$ cat src/rtl/int32_to_fp32_pipe.sv
// rtl/int32_to_fp32_pipe.sv - three-stage int32 to fp32 converter on a valid/ready stream
// Rounding: round-to-nearest-even when INT32_TO_FP32_RNE_EN is defined, truncation otherwise.
module int32_to_fp32_pipe #(
  parameter int SIGNED = 1
) (
  input  logic        clk,
  input  logic        rst_n,
  input  logic        in_valid,
  output logic        in_ready,
  input  logic [31:0] int_in,
  output logic        out_valid,
  input  logic        out_ready,
  output logic [31:0] fp_out,
  output logic        out_inexact
);

  logic v1, v2, v3;
  logic adv1, adv2, adv3;

  // Each stage may load when it is empty or its contents move on this cycle.
  assign adv3      = !v3 || out_ready;
  assign adv2      = !v2 || adv3;
  assign adv1      = !v1 || adv2;
  assign in_ready  = rst_n && adv1;
  assign out_valid = v3;

  // S1: sign/magnitude
  logic        s1_sign_d;
  logic [31:0] s1_mag_d;
  logic        s1_sign, s1_zero;
  logic [31:0] s1_mag;

  assign s1_sign_d = (SIGNED != 0) ? int_in[31] : 1'b0;
  assign s1_mag_d  = s1_sign_d ? (~int_in + 32'd1) : int_in;

  always_ff @(posedge clk or negedge rst_n) begin
    if (!rst_n) begin
      v1      <= 1'b0;
      s1_sign <= 1'b0;
      s1_mag  <= 32'd0;
      s1_zero <= 1'b0;
    end else if (adv1) begin
      v1 <= in_valid;
      if (in_valid) begin
        s1_sign <= s1_sign_d;
        s1_mag  <= s1_mag_d;
        s1_zero <= (int_in == 32'd0);
      end
    end
  end

  // S2: normalise so the leading one lands in bit 31
  logic [4:0]  lz;
  logic [31:0] norm_d;
  logic [7:0]  exp_d;
  logic        s2_sign, s2_zero;
  logic [31:0] s2_norm;
  logic [7:0]  s2_exp;

  always_comb begin
    lz = 5'd0;
    for (int i = 0; i < 32; i++) begin
      if (s1_mag[i]) lz = 5'(31 - i);
    end
  end

  assign norm_d = s1_mag << lz;
  assign exp_d  = 8'd158 - {3'b000, lz};

  always_ff @(posedge clk or negedge rst_n) begin
    if (!rst_n) begin
      v2      <= 1'b0;
      s2_sign <= 1'b0;
      s2_norm <= 32'd0;
      s2_exp  <= 8'd0;
      s2_zero <= 1'b0;
    end else if (adv2) begin
      v2 <= v1;
      if (v1) begin
        s2_sign <= s1_sign;
        s2_norm <= norm_d;
        s2_exp  <= exp_d;
        s2_zero <= s1_zero;
      end
    end
  end

  // S3: round and pack
  logic [22:0] mant;
  logic        guard_bit, sticky_bit, round_up;
  logic [23:0] mant_sum;
  logic [7:0]  exp_r;
  logic [31:0] fp_d;
  logic        inexact_d;

  assign mant       = s2_norm[30:8];
  assign guard_bit  = s2_norm[7];
  assign sticky_bit = |s2_norm[6:0];
`ifdef INT32_TO_FP32_RNE_EN
  assign round_up   = guard_bit && (sticky_bit || mant[0]);
`else
  assign round_up   = 1'b0;
`endif
  // A mantissa carry leaves mant_sum[22:0] at zero, so only the exponent needs bumping.
  assign mant_sum   = {1'b0, mant} + {23'd0, round_up};
  assign exp_r      = s2_exp + {7'd0, mant_sum[23]};
  assign fp_d       = s2_zero ? 32'd0 : {s2_sign, exp_r, mant_sum[22:0]};
  assign inexact_d  = !s2_zero && (guard_bit || sticky_bit);

  always_ff @(posedge clk or negedge rst_n) begin
    if (!rst_n) begin
      v3          <= 1'b0;
      fp_out      <= 32'd0;
      out_inexact <= 1'b0;
    end else if (adv3) begin
      v3 <= v2;
      if (v2) begin
        fp_out      <= fp_d;
        out_inexact <= inexact_d;
      end
    end
  end

endmodule
$ cat config.mk
export PLATFORM = sky130hd
export DESIGN_NAME = int32_to_fp32_pipe
export DESIGN_NICKNAME = d
export VERILOG_FILES = /design/src/rtl/int32_to_fp32_pipe.sv
export SDC_FILE = /design/constraint.sdc
export NUM_CORES = 1
export LEC_CHECK = 0
export ABC_AREA = 1
export CORE_MARGIN = 1.5
export CORE_UTILIZATION = 42
export CTS_CLUSTER_DIAMETER = 200
export DETAILED_ROUTE_END_ITERATION = 10
export GPL_TIMING_DRIVEN = 0
export PLACE_DENSITY = 0.63
export SLEW_MARGIN = 20
export SYNTH_ARGS = -nofsm -noshare
export SYNTH_HDL_FRONTEND = slang
export SYNTH_SLANG_ARGS = --single-unit
$ cat constraint.sdc
create_clock -name clk -period 2.7 [get_ports clk]
set_clock_uncertainty 0.05 [all_clocks]
set_input_delay 0.27 -clock clk [delete_from_list [all_inputs] [get_ports clk]]
set_output_delay 0.27 -clock clk [all_outputs]
set_load 0.05 [all_outputs]
After elaboration in Yosys (flattened, before gate mapping). Cells that the tools add are included.

Register bits: 111. Word-level logic and storage cells: 65.

Add/subtract/negate cells: 2. Shift operators: 1. Mux-type cells: 34. Bitwise gates (word level): 1. Reductions and logical operators: 15.

Operators with widths (count): 5-bit two-way mux (32); 32-bit two-way mux (2); 32-bit by 1-bit adder with 32-bit output, second input constant (1); 32-bit logical NOT (1); 32-bit inverter (1); 32-bit by 5-bit left shift with 31-bit output (1); 8-bit by 5-bit subtractor with 8-bit output, first input constant (1); 7-bit OR reduction (1); 2-bit AND reduction (3); 1-bit logical NOT (4); 1-bit logical OR (4); 1-bit logical AND (2).

Longest topological paths before layout.
Depth in word-level cells: 33. Gate-level depth with buffers: 39. Gate-level depth less buffers: 39.

Worst setup path before layout. OpenSTA, ideal clock, no wires.

Path type: register to register. Start point: register s1_mag[2]. End point: register s2_exp[4]. Library setup time: 136 ps. Arrival time: 2453 ps. Setup slack: 61 ps. Stages on the path, launching flop included: 36. Period minus slack after synthesis: 2639 ps. Cell sequence: dfrtp_1 > inv_1 > nand2_1 > nand2_1 > nand2_1 > nand2_1 > nand2_1 > nand2_1 > nand2_1 > nand2_1 > nand2_1 > nand2_1 > nand2_1 > nand2_1 > nand2_1 > nand2_1 > nand2_1 > nand2_1 > nand2_1 > nand2_1 > nand2_1 > nand2_1 > nand2_1 > nand2_1 > nand2_1 > nand2_1 > nand2_1 > nand2_1 > nand2_2 > nand2_4 > nand2_4 > buf_4 > ha_1 > nand3_1 > xnor2_1 > o21ai_0.

Longest elaborated chain between the ends: 31.

Ends and longest elaborated chain: start, declared (line 31) `logic [31:0] s1_mag;`; start signal, assigned (line 46) `s1_mag <= s1_mag_d;`; 5-bit two-way mux (30 in series) (line 63) `if (s1_mag[i]) lz = 5'(31 - i);`; 8-bit by 5-bit subtractor with 8-bit output (line 68) `assign exp_d = 8'd158 - {3'b000, lz};`; end signal, assigned (line 82) `s2_exp <= exp_d;`; end, declared (line 58) `logic [7:0] s2_exp;`.

No other way between the ends. A chain may end at the register's enable or synchronous reset.

Worst setup path in the final report.
Start point: register s1_mag[4]. End point: register s2_norm[28].

Longest elaborated chain between the ends: 29.

Ends and longest elaborated chain: 5-bit two-way mux (28 in series) (line 63); 32-bit by 5-bit left shift with 31-bit output * (line 67) `assign norm_d = s1_mag << lz;`; end signal, assigned (line 81) `s2_norm <= norm_d;`; end, declared (line 57) `logic [31:0] s2_norm;`.

Mark *: on every way between the ends. The rest lies on a longest branch, timed or not.

==> summary.txt <==
Cells and area
  – Design Area, Final: 9378 sq um
  – Share of cells above drive strength 1: 21.49%
  – Ant. Diodes: 0
  – Area growth syn-to-layout: 37.98%
  – Nets: 1094
  – FF/Latch Area: 2778 sq um
  – Final-layout fill cell count: 1512
  – Area of the multi-input gates: 4348 sq um

Routing
  – Post-Route WL: 21440 microns
  – Vias post-DR: 6966
  – DRT antenna net count: 0
  – DRC Markers: 0
  – DRT iter0 DRCs: 508
  – Via density: 5.455
  – Pre-antenna DRT Iters: 5
  – Routed len/inst: 16.79 microns

Timing
  – F_max: 322.7 MHz
  – Final Critical Period: 3099 ps
  – Max_slew headroom: 35.75%
  – Slew @ Worst Pin: 963.7 ps
  – Hold Fails Final Rpt: 0
  – RSZ-0062 raised after global routing: yes
  – Final setup margin: -399.3 ps
  – Hold_ws: 347.5 ps
  – Endpoints failing setup: 38
  – Fin crit share: 114.8%
  – Final max-slew violation count: 0

CTS
  – Num CTS Buffers: 9
  – H-tree levels: 3
  – Root buf cell: clkbuf_16
  – Worst-skew pair later-pin latency: 370 ps
  – Maximum buffer depth of the clock tree: 2
  – CTS Sinks: 111
  – TritonCTS clock tree: built
  – Clk pin slew, worst setup/hold paths: 80 ps

Floorplanning
  – Die Y: 130.2 microns
  – I/O pin count: 71
  – Die extent in x: 130.2 microns
  – Initial Utilization: 42.94%
  – FP Rows: 46
  – Core Region: 15830 sq um
  – Die area: 16950 sq um

Outcome
  – Failing checks: setup timing
  – Outcome: finished, violations left

Global route
  – Pin count of the biggest net entering global routing: 66
  – Vias in the first global route: 6436
  – Total Routing Usage GR: 25.35%
  – Initial antenna violation count: 0
  – Total congestion overflow: 0
  – First-pass GRT wire length: 33090 microns

Setup path
  – CP max-delay cell: clkinv_1
  – Critical Path End Type: flop
  – Critical Path Max Stage Delay: 540 ps
  – Critical Path AT: 3360 ps
  – Crit Path Class: flop to flop
  – Critical path required time: 2960 ps
  – Critical Path Start Type: flop
  – CP Max Fanout: 10
  – Buf/Inv on CP: 3
  – Top cell by count, worst path: nand3_2
  – CP Cell Sequence: nor4_1, nand2_1, inv_1, o21ai_0, nand2_1, clkinv_1, clkbuf_2, nand3_2, nand3_2, nand3_2
  – CP top delay family: simple AND/OR/NAND/NOR gates

Power
  – Final total power: 8.993 mW
  – Max rail drop VDD: 423.1 uV
  – Pleak: 4.206 nW
  – Power Density: 959.0 nW/um^2

Placed design
  – Placed cell area: 7786 sq um
  – Post-DP HPWL: 15760 microns
  – I/O Buffers: 69
  – Placer Congestion: 0.9228

Job
  – Max-cap violations: 0

Synth
  – Mapped Cells: 958
  – Mean Syn Cell Area: 7.094 sq um
  – Post-synthesis sequential area ratio: 40.87%
  – Mapped cell area: 6797 sq um
  – Synth top area share: 40.87%
  – Synth top area cells: dfrtp_1 41%, nand3_1 19%, nand2_1 9.9%, inv_1 6.4%, o21ai_0 5.8%
  – Syn Nets: 996
  – #FFs+latches synth: 111
  – Synth warn: 0
  – Distinct cell type count after synthesis: 38
  – Synth area leader: dfrtp_1

Worst hold path
  – Hold Crit Class: input port to asynchronous set/reset pin
[what timing repair did]
item                                    4_1_cts  5_1_grt
gates cloned                                  1        2
hold endpoints to repair                     46        0
pin swaps                                    22       29
hold buffers                                  1        0
buffers inserted                             11        2
gates resized for setup                     127      115
endpoints found under the setup margin       41       45
[per-stage QoR]
step / worst slack [ps] / cells / TNS (ps) / util, %
3_5_place_dp: -780.4 / 1244 / -28560 / 49.19
2_1_floorplan: 60.96 / 958 / 0 / -
4_1_cts: -286.9 / 1273 / -8918 / 55.35
5_1_grt: -817.8 / 1277 / -28580 / 59.25
3_3_place_gp: -3131 / 1243 / -362880 / 49.01
6_report: -399.3 / 1277 / -12140 / 59.25
[worst paths after layout]
| check | cells after the start | startpoint | slack [ps] | to |
|---|---|---|---|---|
| hold / removal | 2 | rst_n | 350 | fp_out[26] |
| max in group asynchronous | 3 | rst_n | 1590 | s1_mag[29] |
| setup / recovery | 10 | s1_mag[4] | -400 | s2_norm[28] |
| hold reg to reg | 2 | v2 | 420 | out_valid |
| setup reg to reg | 10 | s1_mag[4] | -400 | s2_norm[28] |
| min in group clk | 2 | v2 | 420 | out_valid |
[sequential cells by signal, summed over array words and instances, names as in the netlist]
signal / count
s2_exp: 8
out_valid: 1
out_inexact: 1
s1_mag: 32
v1: 1
s2_zero: 1
s2_sign: 1
s2_norm: 31
s1_sign: 1
s1_zero: 1
fp_out: 32
v2: 1
[per-layer routing]
layer | GRT usage, % | wire (microns) | vias to the layer above
li1 | - | - | 3412
met1 | 32.60 | 9308 | 3268
met2 | 41.73 | 10180 | 227
met3 | 2.911 | 895 | 59
met4 | 13.86 | 1056 | 0
met5 | 0 | 0 | -
[cells in the mapped netlist, drive strengths merged]
| cell | count |
|---|---|
| a211oi | 1 |
| a21boi | 1 |
| a21oi | 8 |
| a22oi | 2 |
| a311oi | 1 |
| a31oi | 1 |
| a32o | 1 |
| buf | 13 |
| clkbuf | 39 |
| clkinv | 3 |
| dfrtp | 111 |
| ha | 2 |
| inv | 118 |
| nand2 | 183 |
| nand3 | 257 |
| nand4 | 10 |
| nor2 | 45 |
| nor3 | 11 |
| nor3b | 1 |
| nor4 | 9 |
| o211ai | 1 |
| o21a | 1 |
| o21ai | 86 |
| o22ai | 16 |
| o311ai | 1 |
| o31ai | 1 |
| o32ai | 1 |
| o41ai | 1 |
| or2 | 1 |
| xnor2 | 15 |
| xor2 | 17 |
[final cells by class]
class | count | area share [%]
Clock inverter | 5 | 0.9473
Multi-Input combinational cell | 674 | 46.36
Tap cell | 216 | 2.882
Sequential cell | 111 | 29.62
Inverter | 121 | 4.883
Clock buffer | 11 | 2.482
Buffer | 52 | 3.135
Timing Repair Buffer | 87 | 9.686
[logic make-up (layout without fill, tap and decap cells)]
family	after synthesis	count (layout)	synth area share, %
AOI/OAI and AO/OA	123	123	10.13
xor gates and xnor gates	32	32	4.124
adders and majority gates	2	2	0.3681
buffers and inverters	173	276	9.978
DFF	111	111	40.87
and+or+nand+nor	517	517	34.54
[cells in the final DEF, fill, tap and decap left out, drive strengths merged, types with 2 or more instances in the layout]
cell type	Yosys	routed
clkbuf	39	52
a21oi	8	8
dfrtp	111	111
nand3	257	257
nor4	9	9
o21ai	86	86
nor2	45	45
nand2	183	183
nor3	11	11
o22ai	16	16
xnor2	15	15
clkinv	3	4
clkdlybuf4s50	0	68
ha	2	2
nand4	10	10
a22oi	2	2
xor2	17	17
inv	118	120
buf	13	29
bufinv	0	2
[where the power goes]
group          total [mW]  leakage, nW  switching [mW]  internal (mW)
sequential           2.59         1.38           0.354           2.24
combinational        4.93         2.67            3.22           1.71
clock                1.47        0.156           0.643          0.826
total                8.99         4.21            4.22           4.78
[worst register-to-register path: stages (launching register included)]
cell,delay [ps]
dfrtp_1,480
nor4_1,460
nand2_1,130
inv_1,70
o21ai_0,150
nand2_1,340
clkinv_1,540
clkbuf_2,420
nand3_2,180
nand3_2,120
nand3_2,100
(Power assumes the default switching activity.)
